[config.mk]
export PLATFORM = sky130hd
export DESIGN_NAME = cmp_search
export DESIGN_NICKNAME = d
export VERILOG_FILES = /design/src/rtl/cmp_search.sv
export SDC_FILE = /design/constraint.sdc
export NUM_CORES = 1
export LEC_CHECK = 0
export ABC_AREA = 1
export CORE_MARGIN = 5
export CORE_UTILIZATION = 45
export CTS_CLUSTER_DIAMETER = 50
export DETAILED_ROUTE_END_ITERATION = 8
export PLACE_DENSITY = 0.67
export SLEW_MARGIN = 30
export SYNTH_ARGS = -nofsm -noshare
export SYNTH_HDL_FRONTEND = slang
export SYNTH_SLANG_ARGS = --single-unit
[constraint.sdc]
create_clock -name clk -period 3 [get_ports clk]
set_input_delay 0.6 -clock clk [delete_from_list [all_inputs] [get_ports clk]]
set_output_delay 0.6 -clock clk [all_outputs]
set_load 0.05 [all_outputs]
[src/rtl/cmp_search.sv]
// Successive-approximation searcher driving the y side of an external
// combinational comparator and converging on its hidden x operand.
module cmp_search #(
  parameter int WIDTH  = 4,
  parameter int SIGNED = 0
) (
  input  logic             clk,
  input  logic             rst,
  input  logic             start,
  output logic [WIDTH-1:0] guess,
  input  logic             ug,
  input  logic             ul,
  input  logic             sg,
  input  logic             sl,
  input  logic             eq,
  output logic             busy,
  output logic             done,
  output logic             found,
  output logic             err,
  output logic [WIDTH-1:0] result,
  output logic [2:0]       probes
);

  localparam logic [1:0] IDLE  = 2'd0;
  localparam logic [1:0] PROBE = 2'd1;
  localparam logic [1:0] DONE  = 2'd2;

  localparam logic [WIDTH:0]   ONE_X      = (WIDTH+1)'(1);
  localparam logic [WIDTH:0]   HI_INIT    = {1'b0, {WIDTH{1'b1}}};
  localparam logic [WIDTH-1:0] U_INIT     = WIDTH'(HI_INIT >> 1);
  localparam logic [3:0]       MAX_PROBES = 4'(WIDTH + 1);
  // Flipping the MSB maps the unsigned index onto offset-binary, so index
  // order matches two's-complement order in signed mode.
  localparam logic [WIDTH-1:0] SIGN_MASK  =
    (SIGNED != 0) ? {1'b1, {(WIDTH-1){1'b0}}} : '0;

  logic [1:0]       state;
  logic [WIDTH-1:0] u;
  logic [WIDTH:0]   lo;
  logic [WIDTH:0]   hi;

  logic             gt;
  logic             lt;
  logic             one_hot;
  logic             guard;
  logic [WIDTH:0]   u_ext;
  logic [WIDTH:0]   sum_up;
  logic [WIDTH:0]   sum_dn;
  logic [WIDTH-1:0] mid_up;
  logic [WIDTH-1:0] mid_dn;
  logic [3:0]       cnt_next;

  assign busy = (state == PROBE);

  // NOTE: every signal is assigned on every pass through always_comb, so no latch is inferred.
  always_comb begin
    gt       = (SIGNED != 0) ? sg : ug;
    lt       = (SIGNED != 0) ? sl : ul;
    one_hot  = (gt & ~lt & ~eq) | (~gt & lt & ~eq) | (~gt & ~lt & eq);
    u_ext    = {1'b0, u};
    sum_up   = u_ext + ONE_X + hi;
    sum_dn   = lo + u_ext - ONE_X;
    mid_up   = WIDTH'(sum_up >> 1);
    mid_dn   = WIDTH'(sum_dn >> 1);
    cnt_next = {1'b0, probes} + 4'd1;
    guard    = (cnt_next > MAX_PROBES);
  end

  // NOTE: sequential state uses non-blocking assignments only, and the synchronous
  // reset clears every register including the search bounds.
  always_ff @(posedge clk) begin
    if (rst) begin
      state  <= IDLE;
      u      <= '0;
      lo     <= '0;
      hi     <= '0;
      guess  <= '0;
      done   <= 1'b0;
      found  <= 1'b0;
      err    <= 1'b0;
      result <= '0;
      probes <= '0;
    end else begin
      case (state)
        IDLE: begin
          done <= 1'b0;
          if (start) begin
            lo     <= '0;
            hi     <= HI_INIT;
            u      <= U_INIT;
            guess  <= U_INIT ^ SIGN_MASK;
            probes <= '0;
            found  <= 1'b0;
            err    <= 1'b0;
            state  <= PROBE;
          end
        end

        PROBE: begin
          if (guard) begin
            err   <= 1'b1;
            found <= 1'b0;
            state <= DONE;
          end else begin
            probes <= cnt_next[2:0];
            if (!one_hot) begin
              err   <= 1'b1;
              found <= 1'b0;
              state <= DONE;
            end else if (eq) begin
              result <= guess;
              found  <= 1'b1;
              state  <= DONE;
            end else if (gt) begin
              if (u_ext == hi) begin
                found <= 1'b0;
                state <= DONE;
              end else begin
                lo    <= u_ext + ONE_X;
                u     <= mid_up;
                guess <= mid_up ^ SIGN_MASK;
              end
            end else begin
              if (u_ext == lo) begin
                found <= 1'b0;
                state <= DONE;
              end else begin
                hi    <= u_ext - ONE_X;
                u     <= mid_dn;
                guess <= mid_dn ^ SIGN_MASK;
              end
            end
          end
        end

        DONE: begin
          // Completion pulse lands one edge after the final probe.
          done  <= 1'b1;
          state <= IDLE;
        end

        default: state <= IDLE;
      endcase
    end
  end

endmodule

* After elaboration in Yosys (flattened, before gate mapping)
Cells that the tools add are included.
Operators by class: $add $sub $neg 6, order comparisons 1, equality and inequality tests 17, muxes and demuxes 45, bitwise logic cells 12, reduce and logical (&&, ||, !) cells 11
Operators by type and width (number):
- 2-to-1 mux 5 bit | 12
- 2-to-1 mux 4 bit | 7
- AND reduction 7 bit | 3
- case mux 5 bit (2 select lines) | 2
- 2-to-1 mux 2 bit | 7
- != test 2 bit, second input constant | 7
- != test 6 x 4 -> 1 bit, second input constant | 2
- equality test 4 x 5 -> 1 bit | 2
- 2-to-1 mux 1 bit | 9
- AND reduction 3 bit | 3
- case mux 4 bit (2 select lines) | 1
- AND reduction 4 bit | 2
- bitwise AND 1 bit | 6
- 2-to-1 mux 3 bit | 2
- != test 3 bit, second input constant | 2
- case mux 1 bit (2 select lines) | 3
- case mux 3 bit (2 select lines) | 1
- adder 4 x 1 -> 5 bit, second input constant | 1
- adder 5 x 4 -> 5 bit | 1
- adder 5 bit | 1
- subtractor 4 x 1 -> 5 bit, second input constant | 1
- subtractor 5 x 1 -> 5 bit, second input constant | 1
- adder 3 x 1 -> 4 bit, second input constant | 1
- > comparator 4 x 3 -> 1 bit, second input constant | 1
- other kinds (9) | 14
Word-level totals: register bits after elaboration 26, output and inout bits 15

* Depth between registers and ports, before layout
Gate-level depths: netlist of the first run.
depth after elaboration 8, depth in mapped cells 12, gate-level depth less buffers 12

* Least setup slack after synthesis of the first run
Ideal clock, no wire load.
path type register -> register, from register u[1], to register u[2], library setup time 0.113 ns, data arrival time 2.187 ns, data required time 2.887 ns, setup slack 0.700 ns, stages on the path, launching flop included 13, path buffers 0, period minus slack after synthesis 2.300 ns, cells stage by stage dfxtp_1 inv_1 ha_1 inv_1 ha_1 inv_1 fa_1 xor2_1 nand2_1 nand2_1 nand2_1 nand2_1 nor2_1
Between the ends: word-level cells in the longest chain between the ends 8, elaborated cells between the ends (all ways) 16, those cells by class add/sub: 4; eq/ne: 4; mux: 7; reduce/logical: 1
RTL lines:
- start, declared | RTL line 38 | logic [WIDTH-1:0] u;
- start signal, assigned | RTL line 120 | u <= mid_up;
- start signal, assigned | RTL line 129 | u <= mid_dn;
- adder 5 x 4 -> 5 bit / adder 4 x 1 -> 5 bit (equally long branches) | RTL line 62, 61
- subtractor 5 x 1 -> 5 bit / adder 5 bit (equally long branches) | RTL line 62, 61
- 2-to-1 mux 4 bit (on tied branches) | RTL line 124, 115
- 2-to-1 mux 4 bit | RTL line 114 | end else if (gt) begin
- 2-to-1 mux 4 bit | RTL line 110 | end else if (eq) begin
- 2-to-1 mux 4 bit | RTL line 106 | if (!one_hot) begin
- 2-to-1 mux 4 bit | RTL line 100 | if (guard) begin
- case mux 4 bit (2 select lines) | RTL line 84 | case (state)
Parallel ways exist; a longest one is shown, timed or not. The select of a mux whose other input is x is not followed. A chain may end at the register's enable or synchronous reset.

* Worst setup path in the final report of the first run
from register state[0], to output busy
Between the ends: word-level cells in the longest chain between the ends 1
RTL lines:
- start, declared | RTL line 37 | logic [1:0] state;
- start signal, assigned | RTL line 73 | state <= IDLE;
- start signal, assigned | RTL line 95 | state <= PROBE;
- start signal, assigned | RTL line 103 | state <= DONE;
- equality test 2 x 1 -> 1 bit | RTL line 53 | assign busy = (state == PROBE);
- end, declared | RTL line 16 | output logic busy,
Every way passes these cells.

==> impl_metrics.toml, run 1 <==
[grt]
grt.overflow.total = 0
antenna_found_initial = 0
grt_pass1_wl_um = 7320
grt_usage = 0.1726
grt_max_degree = 15
grt_pass1_vias = 1553

[timing]
finClkSkew_ps = 2.284
slew_viol_final = 0
fin_crit_ps = 2557
rsz0062_at_grt = "false"
setup_viol = 0
fmax_mhz = 391.1
fin_ws_ps = 442.9
maxSlewHeadroom = 0.6608
final_hold_viol_count = 0
holdWs_ps = 492.4
tightest_slew_ps = 507.2
finalCritPeriodShare = 0.8524
setup_tns_ps = 0

[final_layout]
finalInstanceArea_sq_um = 2120
nNetsFinal = 330
areaGrowthSynthToFinish_pct = 15.39
fill_cells = 419
layout-drive-gt1-share = 0.04983
antennaDiodeCount = 0

[logic_synthesis]
synthCells = 281
syn_nets = 308
synth_top_cell_by_area = "dfxtp_1"
seq_area_frac_synth = 0.2834
synth.distinct_cells = 28
ys_ff_latch = 26
synth_top_area_frac = 0.2834
ys_warn_count = 0
synth_area_leaders = "dfxtp_1 28%, nand2_1 12%, ha_1 12%"
synthesis.area_sq_um = 1837
syn_area_per_cell_sq_um = 6.537

[setup_path]
cp_max_fo = 14
arrival_ps = 1960
crit_path_start_kind = "flop"
r2r_start = "u[1]"
end_kind = "output pin"
r2r_setup_slack_ps = 860
r2r_cells = 12
cp.required_ps = 2400
r2r_end = "u[2]"
critPathKind = "reg2out"

[clock_network]
cts_tree = "done"
numCtsBuffers = 3
cts_setup_buffers = 0
clk_pin_slew_ps = 90
cts_resized = 0
clockBufferDepth = 2
worst_skew_pair.late_latency_ps = 270
clock_sinks = 26
h-tree-depth = 1
postCtsHoldBufs = 0
cts.root.buffer_cell = "clkbuf_8"

[floorplanning]
pin_count = 23
core_area_sq_um = 3971
die_w_um = 73.89
fp.dieH_um = 73.89
die-area_sq_um = 5460
rows = 23
initial_utilization = 0.4625

[placed_design]
io_buffers = 20
pre_cts_ws_ps = 675.8
dpl_cell_area_sq_um = 2078
place_congestion = 0.8436
post-dp-hpwl_um = 3339

[worst_hold_path]
hold_end = "result[2]"
worst_hold_path.num_cells = 2
worstHoldPathType = "reg2reg"
hp-start = "result[2]"

[route]
ant_nets = 0
drc = 0
drt_iter0_drc = 94
firstDrtPassIters = 4
viasPerCell = 4.952
wl_per_cell_um = 12.34
vias = 1738
finalWirelength_um = 4331

[flow_run]
drv_cap = 0

[outcome]
outcome = "finished clean"

[power]
powerDensity_nw_per_um2 = 860.7
power.leakage_uw = 0.001045
power_uw = 1824
ir_worst_vdd_uv = 335.8
cells in the mapped netlist:
cell type,number
nand2_1,60
nor2_1,52
inv_1,41
dfxtp_1,26
nand3_1,26
ha_1,17
a21oi_1,15
xor2_1,6
inv_2,4
nand4_1,4
a211oi_1,3
nor2_2,3
nor3_1,3
o21ai_0,3
a21o_1,2
fa_1,2
nor2_4,2
o21bai_1,2
buf_1,1
buf_2,1
buf_6,1
clkinv_1,1
dlygate4sd1_1,1
nand2_2,1
nand3_2,1
o21ai_1,1
o22ai_1,1
o31ai_1,1
cells by family (layout without fill, tap and decap cells):
logic type               Yosys count  in the layout  share of synthesized area
AO/OA/AOI/OAI                     28             28                    0.08787
XOR/XNOR                           6              6                    0.02861
adder cells (fa/ha/maj)           19             19                     0.1376
buffers and inverters             50             70                     0.1097
flip-flops                        26             26                     0.2834
AND/OR/NAND/NOR                  152            152                     0.3529
area by class of cell:
class | count | area (sq um) | area share
clock buffer | 3 | 41.29 | 0.01948
inverter | 46 | 172.7 | 0.08146
multi-input combinational | 205 | 1115 | 0.5260
sequential | 26 | 520.5 | 0.2456
tap | 50 | 62.56 | 0.02952
timing repair buffer | 21 | 207.7 | 0.09799
how the worst max path moves through the flow:
stage,endpoint,cells past startpoint,start,slack [ps]
after floorplan,u[2],12,u[1],700
after global placement,hi[1],11,ug,690
after detailed placement,hi[1],11,ug,680
after CTS,busy,3,state[0],450
after global routing,busy,3,state[0],340
final,busy,3,state[0],440
layer usage:
metal	track usage	share of wire	wire, um	up-vias
li1	-	-	-	927
met1	0.2349	0.46	2004	757
met2	0.2785	0.46	2006	45
met3	0.02736	0.060	260	9
met4	0.05231	0.014	59	0
met5	0	0	0	-
flip-flops by register name, indices dropped and copies added, names as in the netlist:
signal  flops
done        1
probes      3
result      4
u           4
hi          5
found       1
err         1
state       2
lo          5
layout by cell type (no fill, tap or decap), drive strengths merged, types with 4 or more instances in the layout:
cell type / instances
o21ai: 4
a21oi: 15
inv: 45
dfxtp: 26
nand4: 4
clkdlybuf4s50: 20
nand3: 27
xor2: 6
nand2: 61
nor2: 57
ha: 17
per-stage QoR:
step                      std cells    util
after floorplan                 281       -
after global placement          348  0.5233
after detailed placement        348  0.5233
after CTS                       351  0.5337
after global routing            351  0.5337
final                           351  0.5337
where the power goes:
group	leakage [uW]	internal [uW]	switching [uW]
sequential	0.000214	429	94.7
combinational	0.000810	398	699
clock	0.0000216	90.2	113
total	0.00105	917	907
critical path, cell delays in order (launching register included):
cell and delay [ps]:
dfxtp_1 420, inv_2 70, nor2_4 320, clkdlybuf4s50_1 880
Power figures use the tool's default switching activity.
==> inputs of run 2 (changes only) <==
==> constraint.sdc (replaced) <==
create_clock -name clk -period 2.4 [get_ports clk]
set_input_delay 0.48 -clock clk [delete_from_list [all_inputs] [get_ports clk]]
set_output_delay 0.48 -clock clk [all_outputs]
set_load 0.05 [all_outputs]
==> run 2 against run 1 <==
Combinational power rose by 25%. Total power is 25% higher. Clock skew hardly changed. First-iteration DRC count decreased by 7.4%. Sequential power grew 25%. Critical path depth is 9 higher. Global-route usage rose by 1.3 points. Via count barely moved.
==> impl_metrics.toml, run 2 (synthesized netlist as in run 1, its figures left out) <==
[route]
viasPerCell = 4.949
drt_iter0_drc = 87
wl_per_cell_um = 12.51
ant_nets = 0
firstDrtPassIters = 4
vias = 1737
drc = 0
finalWirelength_um = 4392

[clock_network]
h-tree-depth = 1
clk_pin_slew_ps = 90
worst_skew_pair.late_latency_ps = 270
cts.root.buffer_cell = "clkbuf_8"
cts_tree = "done"
numCtsBuffers = 3
clock_sinks = 26
cts_setup_buffers = 0
cts_resized = 0
clockBufferDepth = 2
postCtsHoldBufs = 0

[timing]
slew_viol_final = 0
fmax_mhz = 467.0
rsz0062_at_grt = "false"
setup_viol = 0
fin_crit_ps = 2142
holdWs_ps = 491.8
finalCritPeriodShare = 0.8923
final_hold_viol_count = 0
maxSlewHeadroom = 0.6639
setup_tns_ps = 0
finClkSkew_ps = 1.921
tightest_slew_ps = 502.6

[grt]
grt.overflow.total = 0
grt_pass1_vias = 1717
antenna_found_initial = 0
grt_pass1_wl_um = 7852
grt_usage = 0.1858
grt_max_degree = 15

[final_layout]
nNetsFinal = 330
antennaDiodeCount = 0
layout-drive-gt1-share = 0.05316
fill_cells = 404
mostFrequentLayoutCells = "60 x nand2_1, 52 x nor2_1, 41 x inv_1, 26 x nand3_1, 26 x dfxtp_1"
final_common_cell = "nand2_1"
top_regs = "hi x5, lo x5"
areaGrowthSynthToFinish_pct = 15.26

[floorplanning]
core_area_sq_um = 3971
fp.dieH_um = 73.89
die_w_um = 73.89
die-area_sq_um = 5460
initial_utilization = 0.4625
pin_count = 23
rows = 23

[flow_run]
drv_cap = 0

[placed_design]
place_congestion = 0.8708
post-dp-hpwl_um = 3438
io_buffers = 20

[worst_hold_path]
hp-start = "result[0]"
worstHoldPathType = "reg2reg"

[setup_path]
end_kind = "flop"
crit_path_start_kind = "flop"
critPathKind = "reg2reg"
r2r_start = "u[1]"
arrival_ps = 2310
cp.required_ps = 2570
cp_max_fo = 6
startpoint = "u[1]"

[power]
power.leakage_uw = 0.001047
ir_worst_vdd_uv = 455.1
powerDensity_nw_per_um2 = 1078
power_uw = 2283

[outcome]
outcome = "finished clean"
## run 2: changes by cell type in the layout (fill, tap and decap cells not counted)
cell	before	now
clkdlybuf4s50_1	20	19
buf_4	1	2
## run 2: power by group
part	internal (uW)	switching (uW)	total (uW)
registers	537	118	655
clock network	113	135	248
logic	500	880	1380
total	1150	1130	2280
## run 2: stage by stage
stage | cells | util | instance area, sq um | setup slack (ps)
final | 351 | 0.5331 | 2117 | 258.5
after global routing | 351 | 0.5331 | 2117 | 34.19
after CTS | 351 | 0.5331 | 2117 | 254.9
after detailed placement | 348 | 0.5227 | 2076 | 179.6
after global placement | 348 | 0.5227 | 2076 | 226.0
after floorplan | 281 | - | 1837 | 100.3
## run 2: path summary, 6_finish.rpt
path,endpoint,slack (ps),depth (start not counted)
worst min register to register,result[0],490,2
worst min-delay path,result[0],490,2
worst max-delay path,u[2],260,12
worst max register to register,u[2],260,12
## run 2: layer usage
layer  global-route usage  vias to the layer above  routed length, um
li1                     -                      928                  -
met1               0.2413                      766               2006
met2               0.3022                       33               2099
met3              0.02599                       10                195
met4              0.08451                        0                 91
met5                    0                        -                  0
## run 2: final cells by class
| class | instances | area [sq um] | share of cell area |
|---|---|---|---|
| flip-flops and latches | 26 | 520.5 | 0.2459 |
| clock buffers | 3 | 41.29 | 0.01950 |
| well taps | 50 | 62.56 | 0.02955 |
| inverters | 46 | 172.7 | 0.08156 |
| repair buffers | 21 | 205.2 | 0.09693 |
| multi-input cells | 205 | 1115 | 0.5266 |
## run 2: critical path, cell delays in order, from the launching register on
cell	delay [ps]
dfxtp_1	410
inv_1	170
ha_1	350
inv_1	80
ha_1	170
inv_1	60
fa_1	370
xor2_1	150
nand2_1	70
nand2_1	70
nand2_1	50
nand2_1	60
nor2_1	40
==> edit 1, RTL diff (config.mk and constraints of run 2) <==
Set the parameter `WIDTH` to 3 (it was 4).
--- a/src/rtl/cmp_search.sv
+++ b/src/rtl/cmp_search.sv
@@ -2,5 +2,5 @@
 // combinational comparator and converging on its hidden x operand.
 module cmp_search #(
-  parameter int WIDTH  = 4,
+  parameter int WIDTH  = 3,
   parameter int SIGNED = 0
 ) (
Ports: changed (resized guess and result); port bits go from 23 to 21. No check against the original RTL was run, so the function may have changed too.
==> edit 1 against run 2 <==
Routed wire length shrank 25%. Sequential cell count fell by 4. Setup slack better by 36 ps. Area after synthesis down 20%. Largest power group unchanged. Final area is 18% lower. Final cell count fell by 19%. Highest routed layer unchanged. Total power shrank 39%. Sequential share of layout area is 0.74 points higher. Critical path depth down 10.
==> edit 1: results <==
INSERT INTO impl_metrics (metric_group, metric, value, unit) VALUES
('placed_design', 'gp_routability_congestion', '0.867', ''),
('route', 'total_via_count_after_detailed_routing', '1392', ''),
('placed_design', 'numPlacedInstances', '280', ''),
('route', 'drt_first_iter_violations', '139', ''),
('yosys', 'synthTopCellsByArea', 'dfxtp_1, nand2_1, inv_1, ha_1, nor2_1', ''),
('pwr', 'static-leakage-power', '0.869', 'nW'),
('yosys', 'most_common_library_cells_after_synthesis', 'nand2_1, inv_1, nor2_1', ''),
('finish', 'final_cells', '284', ''),
('yosys', 'synth_adder_area_share', '0.112', ''),
('global_routing', 'first_pass_grt_wire_length', '5640', 'µm'),
('sta', 'tightestPinTransition', '513', 'ps'),
('finish', 'layout_cell_share_with_drive_strength_beyond_1', '0.0750', ''),
('pwr', 'power_density', '804', 'nW/µm²'),
('finish', 'leading_registers_by_flop_count', 'hi x4, lo x4', ''),
('pwr', 'power.ir.vdd_worst', '0.327', 'mV'),
('placed_design', 'dp_hpwl', '2560', 'µm'),
('placed_design', 'numPortBuffers', '18', ''),
('finish', 'fillCellCount', '335', ''),
('route', 'totalWireLength', '3300', 'µm'),
('yosys', 'synth-compound-area-share', '0.0899', ''),
('yosys', 'mapped_nets', '239', ''),
('outcome', 'result_of_the_run', 'completed', ''),
('sta', 'clock-skew-final', '5.24', 'ps'),
('global_routing', 'globalRouteTotalUtil', '0.163', ''),
('clocking', 'clock_insertion_delay_worst_skew', '320', 'ps'),
('yosys', 'synth-seq-area-share', '0.299', '');
==> edit 1: cell count changes in the layout (fill, tap and decap cells not counted), moves of 5 or more <==
cell     before  now
nor2_1       52   33
nand3_1      26   12
nand2_1      60   53
ha_1         17   10
a21oi_1      15    9
o21ai_0       3    8
nand4_1       4    9
inv_1        41   34
==> edit 1: metal layers <==
metal	share of wire	global-route usage	vias up
li1	-	-	733
met1	0.47	0.214	625
met2	0.46	0.271	29
met3	0.053	0.0200	5
met4	0.015	0.0633	0
met5	0	0	-
==> edit 1: critical path: stages (launching register included) <==
cell and delay (ps):
dfxtp_1 350, buf_4 150, clkdlybuf4s50_1 810
==> edit 1: area by class of cell <==
cell class / instances / share of cell area
Clock buffer: 4 / 0.0209
Inverter: 36 / 0.0777
Multi-Input combinational cell: 158 / 0.506
Sequential cell: 22 / 0.253
Tap cell: 44 / 0.0317
Timing Repair Buffer: 20 / 0.111
==> edit 1: cell families (layout without fill, tap and decap cells) <==
logic type	Yosys count	count (layout)
AO/OA/AOI/OAI	23	23
XOR/XNOR	4	4
adder cells (fa/ha/maj)	12	12
buffers and inverters	39	60
flip-flops	22	22
AND/OR/NAND/NOR	119	119
==> edit 1: power by group through the flow <==
stage	sequential (mW)	clock (mW)	combinational, mW
final	0.461	0.216	0.721
after detailed placement	0.470	0	0.717
after floorplan	0.541	0	0.472
after CTS	0.461	0.221	0.726
after global routing	0.471	0.241	0.821
after global placement	0.470	0	0.714
==> edit 1: worst paths after layout <==
| check | from | slack [ps] | cells past startpoint | to |
|---|---|---|---|---|
| worst min register to register | result[2] | 450 | 2 | result[2] |
| worst min-delay path | result[2] | 450 | 2 | result[2] |
| worst max-delay path | u[1] | 290 | 2 | guess[1] |
| worst max register to register | u[0] | 350 | 10 | u[2] |
==> edit 2, RTL diff (settings of run 2) <==
Without the edit above. Put one more register stage on the output `probes`. The value now appears one clock later. The other outputs are not delayed to match.
--- a/src/rtl/cmp_search.sv
+++ b/src/rtl/cmp_search.sv
@@ -35,4 +35,6 @@
     (SIGNED != 0) ? {1'b1, {(WIDTH-1){1'b0}}} : '0;
 
+  logic [2:0] probes_s0;
+
   logic [1:0]       state;
   logic [WIDTH-1:0] u;
@@ -63,5 +65,5 @@
     mid_up   = WIDTH'(sum_up >> 1);
     mid_dn   = WIDTH'(sum_dn >> 1);
-    cnt_next = {1'b0, probes} + 4'd1;
+    cnt_next = {1'b0, probes_s0} + 4'd1;
     guard    = (cnt_next > MAX_PROBES);
   end
@@ -80,5 +82,5 @@
       err    <= 1'b0;
       result <= '0;
-      probes <= '0;
+      probes_s0 <= '0;
     end else begin
       case (state)
@@ -90,5 +92,5 @@
             u      <= U_INIT;
             guess  <= U_INIT ^ SIGN_MASK;
-            probes <= '0;
+            probes_s0 <= '0;
             found  <= 1'b0;
             err    <= 1'b0;
@@ -103,5 +105,5 @@
             state <= DONE;
           end else begin
-            probes <= cnt_next[2:0];
+            probes_s0 <= cnt_next[2:0];
             if (!one_hot) begin
               err   <= 1'b1;
@@ -145,4 +147,8 @@
   end
 
+  always_ff @(posedge clk) begin
+    probes <= probes_s0;
+  end
+
 endmodule
 
Function: changed (a bounded check fails within 4 cycles, from zero or initial values and one cycle with rst high).
==> edit 2 against run 2 <==
Count of clock-buffer cells in the layout up 4. Setup slack improved by 12 ps. Synthesized cell count is 2.5% higher. Sequential cell count is 3 higher. Worst hold slack lost 83 ps. Clock skew up 3.3 ps. Area after synthesis rose by 6.5%. Via count increased by 3.2%. Final area rose by 9.7%. Routed wire length is 1.1% lower.
Power is not compared: it rests on default switching activity, and its combinational part moved more than twofold at a synthesized area within 25%.
==> edit 2: results <==
INSERT INTO impl_metrics (metric_group, metric, value, unit) VALUES
('outcome', 'result_of_the_run', 'completed', ''),
('route', 'drt_first_iter_violations', '77', ''),
('hold_path', 'hp-start', 'probes_s0[0]', ''),
('placed_design', 'cell_area_after_placement', '2210', 'µm²'),
('global_routing', 'global_route_met1_utilization', '0.210', ''),
('clocking', 'path_clk_slew', '60', 'ps'),
('yosys', 'mapped_nets', '315', ''),
('placed_design', 'dp_hpwl', '3370', 'µm'),
('sta', 'tightestPinTransition', '496', 'ps'),
('route', 'wl_met3', '181', 'µm'),
('finish', 'design.final.nets', '339', ''),
('yosys', 'synth-compound-area-share', '0.0748', ''),
('yosys', 'netlist-cell-type-count', '34', ''),
('route', 'wl_met1', '2050', 'µm'),
('critical_path', 'max_stage_delay', '440', 'ps'),
('yosys', 'synth-seq-area-share', '0.297', ''),
('yosys', 'synthTopCellsByArea', 'dfxtp_1, nand2_1, ha_1, nand3_1, nor2_1', ''),
('global_routing', 'number_of_global_route_vias_before_repair', '1632', ''),
('yosys', 'synth_adder_area_share', '0.129', ''),
('sta', 'clock-skew-final', '5.26', 'ps');
## edit 2: layout make-up
class                           instances  area (µm²)
Fill cell                             426        1970
Multi-Input combinational cell        206        1160
Sequential cell                        29         581
Timing Repair Buffer                   24         228
Inverter                               46         175
Clock buffer                            7        86.3
Tap cell                               52        65.1
Clock inverter                          1        30.0
## edit 2: through the flow
stage,std cells,power [mW],hold WS [ps],utilization
floorplan,288,1.03,376,-
global placement,357,1.16,399,0.514
detailed placement,357,1.18,400,0.514
CTS,365,1.71,409,0.541
global route,365,1.82,422,0.541
finish,365,1.70,409,0.541
## edit 2: path summary, 6_finish.rpt
check,endpoint,slack [ps],cells past startpoint
min,probes[0],410,0
max,u[2],270,11
max reg2reg,u[2],270,11
min reg2reg,probes[0],410,0
## edit 2: where the power goes
| part | switching [mW] | total (mW) | internal, mW |
|---|---|---|---|
| Clock | 0.192 | 0.530 | 0.338 |
| Sequential | 0.0386 | 0.565 | 0.526 |
| Combinational | 0.377 | 0.601 | 0.224 |
| Total | 0.607 | 1.70 | 1.09 |
